===== src/rtl/multicycle_ctrl_if.sv =====
// ---------------------------------------------------------------------------
// multicycle_ctrl_if
// Memory-port bundle between the multi-cycle control FSM and the unified
// memory port.
//
// Signals:
//   mem_req    controller -> memory  access request
//   mem_we     controller -> memory  write strobe, qualified by mem_req
//   addr_sel   controller -> memory  address mux select (0 = PC, 1 = ALUOut)
//   mem_ready  memory -> controller  access completes in this cycle
//
// Handshake: mem_req is a request/ready pair. Once the controller raises
// mem_req it keeps mem_req, mem_we and addr_sel unchanged on every cycle
// until a cycle in which mem_ready=1; that cycle completes the access. A
// cycle with mem_req=1 and mem_ready=0 is a wait cycle. mem_ready carries
// no meaning while mem_req=0.
// ---------------------------------------------------------------------------
interface multicycle_ctrl_if;
    logic mem_req;
    logic mem_we;
    logic addr_sel;
    logic mem_ready;

    modport master (
        output mem_req,
        output mem_we,
        output addr_sel,
        input  mem_ready
    );

    modport slave (
        input  mem_req,
        input  mem_we,
        input  addr_sel,
        output mem_ready
    );
endinterface


===== src/rtl/multicycle_ctrl.sv =====
// ---------------------------------------------------------------------------
// multicycle_ctrl
// Control FSM for a multi-cycle RV32I datapath (one ALU, one unified memory
// port, IR / old_pc / ALUOut holding registers). Each cycle it drives the
// datapath selects and enables and counts retired instructions. An illegal
// opcode parks the FSM in TRAP until reset.
//
// Ports:
//   clk        rising-edge clock
//   rst        synchronous active-low reset (0 = reset/hold, 1 = run)
//   opcode     IR[6:0], valid from DECODE onward
//   br_taken   ALU branch compare result, valid in BRANCH
//   mem        memory port bundle (master side: mem_req/mem_we/addr_sel out,
//              mem_ready in)
//   ir_write   load IR and old_pc
//   pc_write   load PC
//   pc_src     0 = PC+4, 1 = old_pc+(imm<<1), 2 = ALU result
//   alu_src_a  0 = rs1, 1 = old_pc
//   alu_src_b  0 = rs2, 1 = imm
//   alu_op     00 = add, 01 = sub/compare, 10 = funct-decoded
//   reg_write  register-file write enable
//   wb_sel     0 = ALUOut, 1 = memory data, 2 = old_pc+4
//   state      current state encoding (debug)
//   halted     FSM is in TRAP
//   instret    retired-instruction count, wraps modulo 2^CNT_W
// ---------------------------------------------------------------------------
module multicycle_ctrl #(
    parameter int CNT_W = 32
) (
    input  logic                 clk,
    input  logic                 rst,
    input  logic [6:0]           opcode,
    input  logic                 br_taken,
    multicycle_ctrl_if.master    mem,
    output logic                 ir_write,
    output logic                 pc_write,
    output logic [1:0]           pc_src,
    output logic                 alu_src_a,
    output logic                 alu_src_b,
    output logic [1:0]           alu_op,
    output logic                 reg_write,
    output logic [1:0]           wb_sel,
    output logic [3:0]           state,
    output logic                 halted,
    output logic [CNT_W-1:0]     instret
);

    typedef enum logic [3:0] {
        S_FETCH    = 4'd0,
        S_DECODE   = 4'd1,
        S_EXEC_R   = 4'd2,
        S_EXEC_I   = 4'd3,
        S_MEM_ADDR = 4'd4,
        S_MEM_RD   = 4'd5,
        S_MEM_WR   = 4'd6,
        S_WB_ALU   = 4'd7,
        S_WB_MEM   = 4'd8,
        S_BRANCH   = 4'd9,
        S_JUMP     = 4'd10,
        S_TRAP     = 4'd15
    } state_e;

    localparam logic [6:0] OP_R    = 7'b0110011;
    localparam logic [6:0] OP_I    = 7'b0010011;
    localparam logic [6:0] OP_LOAD = 7'b0000011;
    localparam logic [6:0] OP_STOR = 7'b0100011;
    localparam logic [6:0] OP_BR   = 7'b1100011;
    localparam logic [6:0] OP_JAL  = 7'b1101111;
    localparam logic [6:0] OP_JALR = 7'b1100111;

    localparam logic [1:0] PC_PLUS4  = 2'd0;
    localparam logic [1:0] PC_OLDIMM = 2'd1;
    localparam logic [1:0] PC_ALU    = 2'd2;

    localparam logic [1:0] ALU_ADD  = 2'b00;
    localparam logic [1:0] ALU_SUB  = 2'b01;
    localparam logic [1:0] ALU_FUNC = 2'b10;

    localparam logic [1:0] WB_ALU  = 2'd0;
    localparam logic [1:0] WB_MEM  = 2'd1;
    localparam logic [1:0] WB_LINK = 2'd2;

    state_e           state_q;
    state_e           state_d;
    logic [CNT_W-1:0] instret_q;
    logic             retire;
    logic             mem_req;
    logic             mem_we;
    logic             addr_sel;

    // ------------------------------------------------------------------
    // State and counter registers; reset overrides every transition and
    // discards any pending retirement.
    // ------------------------------------------------------------------
    always_ff @(posedge clk) begin
        if (!rst) begin
            state_q   <= S_FETCH;
            instret_q <= '0;
        end else begin
            state_q <= state_d;
            if (retire) begin
                instret_q <= instret_q + {{(CNT_W-1){1'b0}}, 1'b1};
            end
        end
    end

    // ------------------------------------------------------------------
    // Next state and Moore/Mealy outputs. mem_ready only matters in the
    // three memory-access states; wait cycles keep the request lines
    // steady and never retire.
    // ------------------------------------------------------------------
    always_comb begin
        state_d   = state_q;
        mem_req   = 1'b0;
        mem_we    = 1'b0;
        addr_sel  = 1'b0;
        ir_write  = 1'b0;
        pc_write  = 1'b0;
        pc_src    = PC_PLUS4;
        alu_src_a = 1'b0;
        alu_src_b = 1'b0;
        alu_op    = ALU_ADD;
        reg_write = 1'b0;
        wb_sel    = WB_ALU;
        halted    = 1'b0;
        retire    = 1'b0;

        case (state_q)
            S_FETCH: begin
                mem_req = 1'b1;
                if (mem.mem_ready) begin
                    ir_write = 1'b1;
                    pc_write = 1'b1;
                    pc_src   = PC_PLUS4;
                    state_d  = S_DECODE;
                end
            end
            S_DECODE: begin
                alu_op = ALU_ADD;
                case (opcode)
                    OP_R:             state_d = S_EXEC_R;
                    OP_I:             state_d = S_EXEC_I;
                    OP_LOAD, OP_STOR: state_d = S_MEM_ADDR;
                    OP_BR:            state_d = S_BRANCH;
                    OP_JAL, OP_JALR:  state_d = S_JUMP;
                    default:          state_d = S_TRAP;
                endcase
            end
            S_EXEC_R: begin
                alu_op    = ALU_FUNC;
                alu_src_b = 1'b0;
                state_d   = S_WB_ALU;
            end
            S_EXEC_I: begin
                alu_op    = ALU_FUNC;
                alu_src_b = 1'b1;
                state_d   = S_WB_ALU;
            end
            S_MEM_ADDR: begin
                alu_op    = ALU_ADD;
                alu_src_b = 1'b1;
                state_d   = (opcode == OP_LOAD) ? S_MEM_RD : S_MEM_WR;
            end
            S_MEM_RD: begin
                mem_req  = 1'b1;
                addr_sel = 1'b1;
                if (mem.mem_ready) begin
                    state_d = S_WB_MEM;
                end
            end
            S_MEM_WR: begin
                mem_req  = 1'b1;
                mem_we   = 1'b1;
                addr_sel = 1'b1;
                if (mem.mem_ready) begin
                    retire  = 1'b1;
                    state_d = S_FETCH;
                end
            end
            S_WB_ALU: begin
                reg_write = 1'b1;
                wb_sel    = WB_ALU;
                retire    = 1'b1;
                state_d   = S_FETCH;
            end
            S_WB_MEM: begin
                reg_write = 1'b1;
                wb_sel    = WB_MEM;
                retire    = 1'b1;
                state_d   = S_FETCH;
            end
            S_BRANCH: begin
                alu_op    = ALU_SUB;
                alu_src_b = 1'b0;
                pc_write  = br_taken;
                pc_src    = PC_OLDIMM;
                retire    = 1'b1;
                state_d   = S_FETCH;
            end
            S_JUMP: begin
                reg_write = 1'b1;
                wb_sel    = WB_LINK;
                pc_write  = 1'b1;
                retire    = 1'b1;
                state_d   = S_FETCH;
                // JALR target comes from rs1+imm through the ALU; JAL uses
                // the dedicated old_pc+imm adder.
                if (opcode == OP_JALR) begin
                    pc_src    = PC_ALU;
                    alu_op    = ALU_ADD;
                    alu_src_b = 1'b1;
                end else begin
                    pc_src = PC_OLDIMM;
                end
            end
            S_TRAP: begin
                halted  = 1'b1;
                state_d = S_TRAP;
            end
            default: begin
                // Unused encodings are treated as corruption and halt.
                state_d = S_TRAP;
            end
        endcase
    end

    assign mem.mem_req  = mem_req;
    assign mem.mem_we   = mem_we;
    assign mem.addr_sel = addr_sel;
    assign state        = state_q;
    assign instret      = instret_q;

endmodule

===== src/flat_wrapper.sv =====
// flat-port wrapper written by rule: the top's interface ports become plain ports
module multicycle_ctrl_flat 
#(
    parameter int CNT_W = 32
)
  (clk, rst, opcode, br_taken, ir_write, pc_write, pc_src, alu_src_a, alu_src_b, alu_op, reg_write, wb_sel, state, halted, instret, mem_mem_req, mem_mem_we, mem_addr_sel, mem_mem_ready);
  multicycle_ctrl_if mem_i ();
  input  logic clk;
  input  logic rst;
  input  logic [6:0] opcode;
  input  logic br_taken;
  output logic ir_write;
  output logic pc_write;
  output logic [1:0] pc_src;
  output logic alu_src_a;
  output logic alu_src_b;
  output logic [1:0] alu_op;
  output logic reg_write;
  output logic [1:0] wb_sel;
  output logic [3:0] state;
  output logic halted;
  output logic [CNT_W-1:0] instret;
  output wire logic [$bits(mem_i.mem_req)-1:0] mem_mem_req;
  output wire logic [$bits(mem_i.mem_we)-1:0] mem_mem_we;
  output wire logic [$bits(mem_i.addr_sel)-1:0] mem_addr_sel;
  input wire logic [$bits(mem_i.mem_ready)-1:0] mem_mem_ready;
  assign mem_mem_req = mem_i.mem_req;
  assign mem_mem_we = mem_i.mem_we;
  assign mem_addr_sel = mem_i.addr_sel;
  assign mem_i.mem_ready = mem_mem_ready;
  multicycle_ctrl #(.CNT_W(CNT_W)) u_core (.clk(clk), .rst(rst), .opcode(opcode), .br_taken(br_taken), .mem(mem_i), .ir_write(ir_write), .pc_write(pc_write), .pc_src(pc_src), .alu_src_a(alu_src_a), .alu_src_b(alu_src_b), .alu_op(alu_op), .reg_write(reg_write), .wb_sel(wb_sel), .state(state), .halted(halted), .instret(instret));
endmodule

===== config.mk =====
export PLATFORM = sky130hd
export DESIGN_NAME = multicycle_ctrl_flat
export DESIGN_NICKNAME = d
export VERILOG_FILES = /design/src/rtl/multicycle_ctrl_if.sv /design/src/rtl/multicycle_ctrl.sv /design/src/flat_wrapper.sv
export SDC_FILE = /design/constraint.sdc
export NUM_CORES = 1
export LEC_CHECK = 0
export CORE_UTILIZATION = 40
export CTS_CLUSTER_DIAMETER = 30
export DETAILED_ROUTE_END_ITERATION = 16
export PLACE_DENSITY = 0.67
export SYNTH_ARGS = -nofsm -noshare
export SYNTH_HDL_FRONTEND = slang
export SYNTH_SLANG_ARGS = --single-unit
export TNS_END_PERCENT = 5

===== constraint.sdc =====
create_clock -name clk -period 3.9 [get_ports clk]
set_input_delay 0.78 -clock clk [delete_from_list [all_inputs] [get_ports clk]]
set_output_delay 0.78 -clock clk [all_outputs]
set_load 0.005 [all_outputs]

==> flow_metrics.tcl, run 1 <==
set metrics [dict create \
    path_clk_slew_ns 0.07 \
    die_area_um2 6072 \
    grt_overflow 0 \
    clock_skew_ns 0.004864 \
    finalSetupTns_ns 0 \
    antenna_found_initial 0 \
    cpMaxStageDelayCell "clkdlybuf4s50_1" \
    cts_tree "yes" \
    cts_made_buffers 5 \
    max-cap-violations 0 \
    yosysWarningCount 0 \
    mostFrequentLayoutCell "clkdlybuf4s50_1" \
    core_um2 5540 \
    synth_largest_area_cell "dfxtp_1" \
    drc_errors 0 \
    numPortBuffers 60 \
    wl_met1_um 2663 \
    synth_edf_count 0 \
    clk_latency_ns 0.29 \
    synth_seq_cells 36 \
    synth_top_area_share_pct 31.25 \
    synth_area_per_cell_um2 8.035 \
    crit_arrival_ns 2.51 \
    synthFlopType "dfxtp_1" \
    crit_fanout 8 \
    grt_pass1_vias 2127 \
    critical_path.max_stage_delay_ns 0.58 \
    worstMarginPinSlew_ns 0.5954 \
    ir_drop_mv 0.2610 \
    min_period_ns 3.294 \
    root_buffer "clkbuf_8" \
    cts_resized 0 \
    syn_to_final_growth_pct 31.69 \
    gp_congestion 0.7867 \
    routed_wl_um 5714 \
    fmax_mhz 303.6 \
    cts_hold_buf 0 \
    final_util_pct 54.81 \
    drive_gt1_share_pct 7.375 \
    synth_area_um2 2306 \
    start_kind "input port" \
    layout_common_cells "clkdlybuf4s50_1 (60), nand2_1 (39), dfxtp_1 (36)" \
    rows 27 \
    start_util_pct 41.62 \
    syn_nets 299 \
    netlist_instances 287 \
    insertedDiodeCount 0 \
    finalCritPeriodShare_pct 84.46 \
    relSlewSlack_pct 60.25 \
    io_pins 62 \
    cts.path.max_buffers 2 \
    highest_layer "met4" \
    critPathMostFrequentCell "clkdlybuf4s50_1" \
    clock-sinks 36 \
    drtIter0Drc 119 \
    dr.pass1.iters 5 \
    dp_hpwl_um 4037 \
    wl_per_cell_um 13.90 \
    hold_class "flop to flop" \
    grt_max_degree 39 \
    critical_path_class "input port to output pin" \
    timing.hold.ws_ns 0.4779 \
    die_height_um 77.93 \
    track_usage_pct 19.33 \
    power_density_nw_per_um2 394.5 \
    vias_per_cell 5.667 \
    wl_met2_um 2689 \
    vias 2329 \
    nFillCells 541 \
    htree_levels 2 \
    ant_nets 0 \
    crit_path_end_kind "output pin" \
    ys_async_sr_fraction_pct 0 \
    cts_setup_buffers 0 \
    leakage_nw 0.9293 \
    setup-violations-final 0 \
    yosysUniqueCellTypes 50 \
    wl_met3_um 270 \
    finalHoldViolCount 0 \
    drv_slew 0 \
    die_w_um 77.93 \
    synth.yosys.seq_area_share_pct 31.25 \
    crit_chain "clkdlybuf4s50_1 -> and4b_1 -> nand2_1 -> nor3_1 -> a211o_1 -> clkdlybuf4s50_1" \
    final_nets 350 \
    grt_setup_unrepaired "no" \
    required_ns 3.12 \
    grt_pass1_wl_um 9508 \
    outcome "finished clean" \
    synth_area_leaders "dfxtp_1 (31%), mux2i_1 (6.9%), nand2_1 (6.3%)" \
]
## synth_stat cells (6+ instances only)
| master | instances |
|---|---|
| nor3_1 | 7 |
| or4_1 | 11 |
| nand2b_1 | 23 |
| o31ai_1 | 8 |
| nand4_1 | 12 |
| nand2_1 | 39 |
| nor4_1 | 6 |
| nor2_1 | 6 |
| o21ai_0 | 8 |
| inv_1 | 7 |
| a21oi_1 | 20 |
| dfxtp_1 | 36 |
| nor4_2 | 10 |
| clkbuf_1 | 14 |
| mux2i_1 | 16 |
## flip-flops by register name, summed over array words and instances, names as in the netlist
| register | flops |
|---|---|
| u_core.instret | 32 |
| u_core.state | 4 |
## power breakdown
group	leakage [nW]	internal (mW)	switching (mW)
Sequential	0.291	0.393	0.0571
Combinational	0.594	0.253	0.214
Clock	0.0445	0.144	0.137
## metrics by stage
| stage | area (µm²) | cells | setup slack (ns) | power, mW |
|---|---|---|---|---|
| finish | 3037 | 411 | 0.6062 | 1.198 |
| global route | 3037 | 411 | 0.4678 | 1.271 |
| CTS | 3037 | 411 | 0.6026 | 1.208 |
| detailed placement | 2943 | 403 | 0.6000 | 0.9269 |
| global placement | 2943 | 403 | 0.6337 | 0.9216 |
| floorplan | 2306 | 287 | 1.593 | 0.7140 |
## cell type report
| class | count | area, µm² | area share [%] |
|---|---|---|---|
| multi-input combinational | 223 | 1468 | 48.33 |
| timing repair buffer | 65 | 638.1 | 21.01 |
| sequential | 36 | 720.7 | 23.73 |
| clock inverter | 1 | 7.507 | 0.2472 |
| inverter | 7 | 26.28 | 0.8653 |
| clock buffer | 7 | 86.33 | 2.843 |
| tap | 72 | 90.09 | 2.967 |
## path summary, 6_finish.rpt
check                     startpoint                 end  slack, ns  cells past startpoint
setup / recovery           opcode[6]           alu_src_b       0.61                      6
hold / removal    u_core.instret[31]  u_core.instret[31]       0.48                      2
setup reg to reg   u_core.instret[5]  u_core.instret[31]       1.66                      4
hold reg to reg   u_core.instret[31]  u_core.instret[31]       0.48                      2
## critical path: cells and delay by family
kind                   cells  cell delay (ns)
buffers and inverters      2             1.06
and+or+nand+nor            3             0.53
AOI/OAI and AO/OA          1             0.13
## cells by family after synthesis
group / share of synthesized area, %
fa+ha+maj: 0.5425
simple gates: 37.44
mux: 7.433
compound gates: 17.31
other cells: 0.1626
buf+inv: 5.100
flops: 31.25
xor+xnor: 0.7598
## routing by layer
layer / global-route usage [%] / vias to the layer above
li1: - / 1178
met1: 23.77 / 1086
met4: 6.667 / 0
met3: 4.824 / 8
met5: 0 / -
met2: 32.65 / 57
Power figures use the tool's default switching activity.
==> run 2, diff against run 1 <==
- PLACE_DENSITY: 0.67 -> 0.7
- clock period: 3.9 -> 2.95 ns (I/O delays scaled with it)
==> run 2 against run 1 <==
Effect of this change: critical path depth did not move; worst hold slack improved by 0.0032 ns; clock power rose by 31%; die area did not move; setup slack got worse by 0.51 ns; first-iteration DRC count fell by 1.7%; design area rose by 1.2%.
==> flow_metrics.tcl, run 2 (synthesized netlist as in run 1, its figures left out) <==
set metrics [dict create \
    drc_errors 0 \
    crit_chain "clkdlybuf4s50_1 -> and4b_1 -> nand2_1 -> nor3_1 -> a211o_1 -> clkdlybuf4s50_1" \
    drv_slew 0 \
    worstMarginPinSlew_ns 0.5927 \
    htree_levels 2 \
    die_area_um2 6072 \
    cts.path.max_buffers 2 \
    final_util_pct 55.49 \
    relSlewSlack_pct 60.49 \
    cts_tree "yes" \
    gp_congestion 0.7539 \
    grt_pass1_wl_um 9528 \
    routed_wl_um 5629 \
    dr.pass1.iters 4 \
    wl_per_cell_um 13.53 \
    reg2reg_from "u_core.instret[5]" \
    crit_path_end_kind "output pin" \
    grt_setup_unrepaired "no" \
    hold_class "flop to flop" \
    total_power_mw 1.590 \
    rows 27 \
    die_w_um 77.93 \
    crit_fanout 5 \
    root_buffer "clkbuf_8" \
    finalCritPeriodShare_pct 96.68 \
    track_usage_pct 19.19 \
    finalHoldViolCount 0 \
    max-cap-violations 0 \
    cts_hold_buf 0 \
    drive_gt1_share_pct 8.721 \
    start_util_pct 41.62 \
    fmax_mhz 350.6 \
    setup-violations-final 0 \
    cpMaxStageDelayCell "clkdlybuf4s50_1" \
    largest_reg_flops 32 \
    grt_pass1_vias 2053 \
    numPortBuffers 60 \
    grt_max_degree 38 \
    ir_drop_mv 0.2463 \
    critPathMostFrequentCell "clkdlybuf4s50_1" \
    mostFrequentLayoutCell "clkdlybuf4s50_1" \
    io_pins 62 \
    power_density_nw_per_um2 517.1 \
    path_clk_slew_ns 0.07 \
    core_um2 5540 \
    antenna_found_initial 0 \
    final_nets 355 \
    cts_made_buffers 5 \
    start_kind "input port" \
    die_height_um 77.93 \
    dp_hpwl_um 3994 \
    insertedDiodeCount 0 \
    clock-sinks 36 \
    grt_overflow 0 \
    leakage_nw 0.9542 \
    drtIter0Drc 117 \
    cts_resized 0 \
    timing.hold.ws_ns 0.4811 \
    min_from "u_core.instret[31]" \
    rrSetupSlack_ns 0.73 \
    cts_setup_buffers 0 \
    min_period_ns 2.852 \
    finalSetupTns_ns 0 \
    outcome "finished clean" \
    layout_common_cells "clkdlybuf4s50_1 (60), nand2_1 (39), dfxtp_1 (36)" \
    clock_skew_ns 0.01196 \
    startpoint "opcode[5]" \
    critical_path.max_stage_delay_ns 0.54 \
    critical_path_class "input port to output pin" \
    ant_nets 0 \
    vias_per_cell 5.594 \
    required_ns 2.36 \
    clk_latency_ns 0.29 \
    crit_arrival_ns 2.26 \
    syn_to_final_growth_pct 33.32 \
    vias 2327 \
]
run 2: final timing paths:
path,end,cells past startpoint
setup reg to reg,u_core.instret[31],4
hold / removal,u_core.instret[31],2
hold reg to reg,u_core.instret[31],2
setup / recovery,alu_src_b,6
run 2: worst max-delay path, delay by kind of cell:
kind	cells	cell delay [ns]
buffers and inverters	2	1.03
and+or+nand+nor	3	0.50
AOI/OAI and AO/OA	1	0.14
run 2: where the power goes:
group	switching, mW	internal, mW
logic	0.323	0.351
registers	0.0286	0.520
clock network	0.177	0.190
run 2: layout make-up:
cell class	count	area [µm²]
well taps	72	90.09
repair buffers	70	675.6
fillers	528	2466
multi-input cells	223	1468
inverters	7	26.28
clock buffers	7	86.33
clock inverters	1	7.507
flip-flops and latches	36	720.7
run 2: layer usage:
| metal | global-route usage, % | share of wire [%] | vias up |
|---|---|---|---|
| met5 | 0 | 0 | - |
| met4 | 4.444 | 0.48 | 0 |
| met3 | 3.882 | 3.0 | 2 |
| met2 | 32.39 | 48 | 38 |
| met1 | 25.05 | 48 | 1095 |
| li1 | - | - | 1192 |
run 2: per-stage QoR:
step                setup slack (ns)  cells  cell area, µm²
finish                       0.09782    416            3074
global route                0.004901    416            3074
CTS                          0.09047    416            3074
detailed placement           0.09165    408            2980
global placement              0.1350    408            2980
floorplan                     0.8328    287            2306
==> run 3, diff against run 2 <==
- PLACE_DENSITY: 0.7 -> 0.67
- clock period: 2.95 -> 3.35 ns (I/O delays scaled with it)
==> run 3 against run 2 <==
Effect of this change: setup slack better by 0.19 ns; sequential power decreased by 8.0%; wire length up 3.7%; critical path type unchanged; clock-buffer cell count stayed put; global-route usage is 0.40 points higher.
==> flow_metrics.tcl, run 3 (synthesized netlist as in run 1, its figures left out) <==
set metrics [dict create \
    wl_per_cell_um 14.17 \
    hold_class "flop to flop" \
    gp_congestion 0.8154 \
    final_nets 351 \
    numPortBuffers 60 \
    dr.pass1.iters 4 \
    ant_nets 0 \
    cts_made_buffers 5 \
    outcome "finished clean" \
    placed_cell_area_um2 2950 \
    ff2ff_path_depth 4 \
    die_height_um 77.93 \
    fmax_mhz 326.7 \
    worst_hold_path.num_cells 2 \
    crit_buf_inv 2 \
    drive_gt1_share_pct 7.647 \
    critPathMostFrequentCell "clkdlybuf4s50_1" \
    relSlewSlack_pct 59.98 \
    largest_reg_flops 32 \
    cpMaxStageDelayCell "clkdlybuf4s50_1" \
    setup-violations-final 0 \
    r2r_end "u_core.instret[31]" \
    cts_tree "yes" \
    clock_skew_ns 0.008846 \
    cts.path.max_buffers 2 \
    drtIter0Drc 102 \
    p_clk_share_pct 23.7 \
    leakage_nw 0.9346 \
    cts_setup_buffers 0 \
    crit_path_end_kind "output pin" \
    vias_per_cell 5.578 \
    layout_common_cells "clkdlybuf4s50_1 (60), nand2_1 (39), dfxtp_1 (36)" \
    grt_pass1_vias 2040 \
    pre_cts_ws_ns 0.2724 \
    cp_top_family "buffers and inverters" \
    start_kind "input port" \
    crit_arrival_ns 2.39 \
    drc_errors 0 \
    final_util_pct 54.95 \
    grt_max_degree 38 \
    antenna_found_initial 0 \
    grt_setup_unrepaired "no" \
    setup_ws_ns 0.2895 \
    critical_path_class "input port to output pin" \
    worstMarginPinSlew_ns 0.5994 \
    grt_pass1_wl_um 9604 \
    core_um2 5540 \
    mostFrequentLayoutCell "clkdlybuf4s50_1" \
    start_util_pct 41.62 \
    min_period_ns 3.061 \
    drv_slew 0 \
    grt_overflow 0 \
    cts_hold_buf 0 \
    rows 27 \
    ir_drop_mv 0.3536 \
    die_w_um 77.93 \
    insertedDiodeCount 0 \
    fin_area_um2 3044 \
    p_sw_mw 0.4890 \
    finalHoldViolCount 0 \
    io_pins 62 \
    hold_end "u_core.instret[31]" \
    root_buffer "clkbuf_8" \
    timing.hold.ws_ns 0.4718 \
    finalSetupTns_ns 0 \
    reg2reg_from "u_core.instret[5]" \
    required_ns 2.68 \
    dp_hpwl_um 4028 \
    finalCritPeriodShare_pct 91.36 \
    track_usage_pct 19.59 \
    power_density_nw_per_um2 464.9 \
    switching_share_pct 34.55 \
    crit_chain "clkdlybuf4s50_1 -> and4b_1 -> nand2_1 -> nor3_1 -> a211o_1 -> clkdlybuf4s50_1" \
    combPwrFrac_pct 40.7 \
    power_frac_seq_pct 35.6 \
    path_clk_slew_ns 0.08 \
    internal_power_mw 0.9262 \
    clock-sinks 36 \
    die_area_um2 6072 \
    cts_resized 0 \
    critical_path.max_stage_delay_ns 0.59 \
    nFillCells 531 \
    vias 2298 \
    min_from "u_core.instret[31]" \
    max-cap-violations 0 \
    htree_levels 2 \
    syn_to_final_growth_pct 32.01 \
    routed_wl_um 5836 \
    crit_fanout 8 \
    rrSetupSlack_ns 1.08 \
    clk_latency_ns 0.29 \
]
==> run 3: cell count changes in the layout (fill, tap and decap cells not counted), sizes merged <==
cell,change
buf,-4
==> run 3: worst max path at each step <==
stage | startpoint | end | slack [ns] | cells past startpoint
global route | opcode[6] | alu_src_b | 0.16 | 6
CTS | opcode[6] | alu_src_b | 0.28 | 6
floorplan | u_core.state[0] | alu_src_b | 1.15 | 5
finish | opcode[6] | alu_src_b | 0.29 | 6
global placement | opcode[6] | alu_src_b | 0.31 | 6
detailed placement | opcode[6] | alu_src_b | 0.27 | 6
==> run 3: per-stage QoR <==
stage	cells	power, mW
5_1_grt	412	1.497
6_report	412	1.415
2_1_floorplan	287	0.8313
3_5_place_dp	404	1.085
3_3_place_gp	404	1.082
4_1_cts	412	1.420
==> run 3: routing by layer <==
layer | track usage, % | wire (µm) | vias up
met5 | 0 | 0 | -
met4 | 5.000 | 40 | 0
met3 | 4.118 | 208 | 4
met2 | 33.54 | 2752 | 45
met1 | 24.89 | 2834 | 1073
li1 | - | - | 1176
==> run 3: worst register-to-register path, cell delays in order (launching register included) <==
cell	delay [ns]
dfxtp_1	0.45
nand4_1	0.20
or4_1	0.85
nor4_1	0.49
mux2i_1	0.22
==> run 3: power groups by stage <==
stage | registers [mW] | clock network [mW] | logic, mW
2_1_floorplan | 0.497 | 0 | 0.335
3_3_place_gp | 0.512 | 0 | 0.570
3_5_place_dp | 0.513 | 0 | 0.572
4_1_cts | 0.503 | 0.339 | 0.577
5_1_grt | 0.512 | 0.360 | 0.625
6_report | 0.504 | 0.335 | 0.576
==> run 3: cell type report <==
class                      instances  area, µm²  share of cell area (%)
multi-input combinational        223       1468                   48.21
sequential                        36      720.7                   23.67
timing repair buffer              66      645.6                   21.21
tap                               72      90.09                   2.959
clock buffer                       7      86.33                   2.836
inverter                           7      26.28                  0.8631
clock inverter                     1      7.507                  0.2466
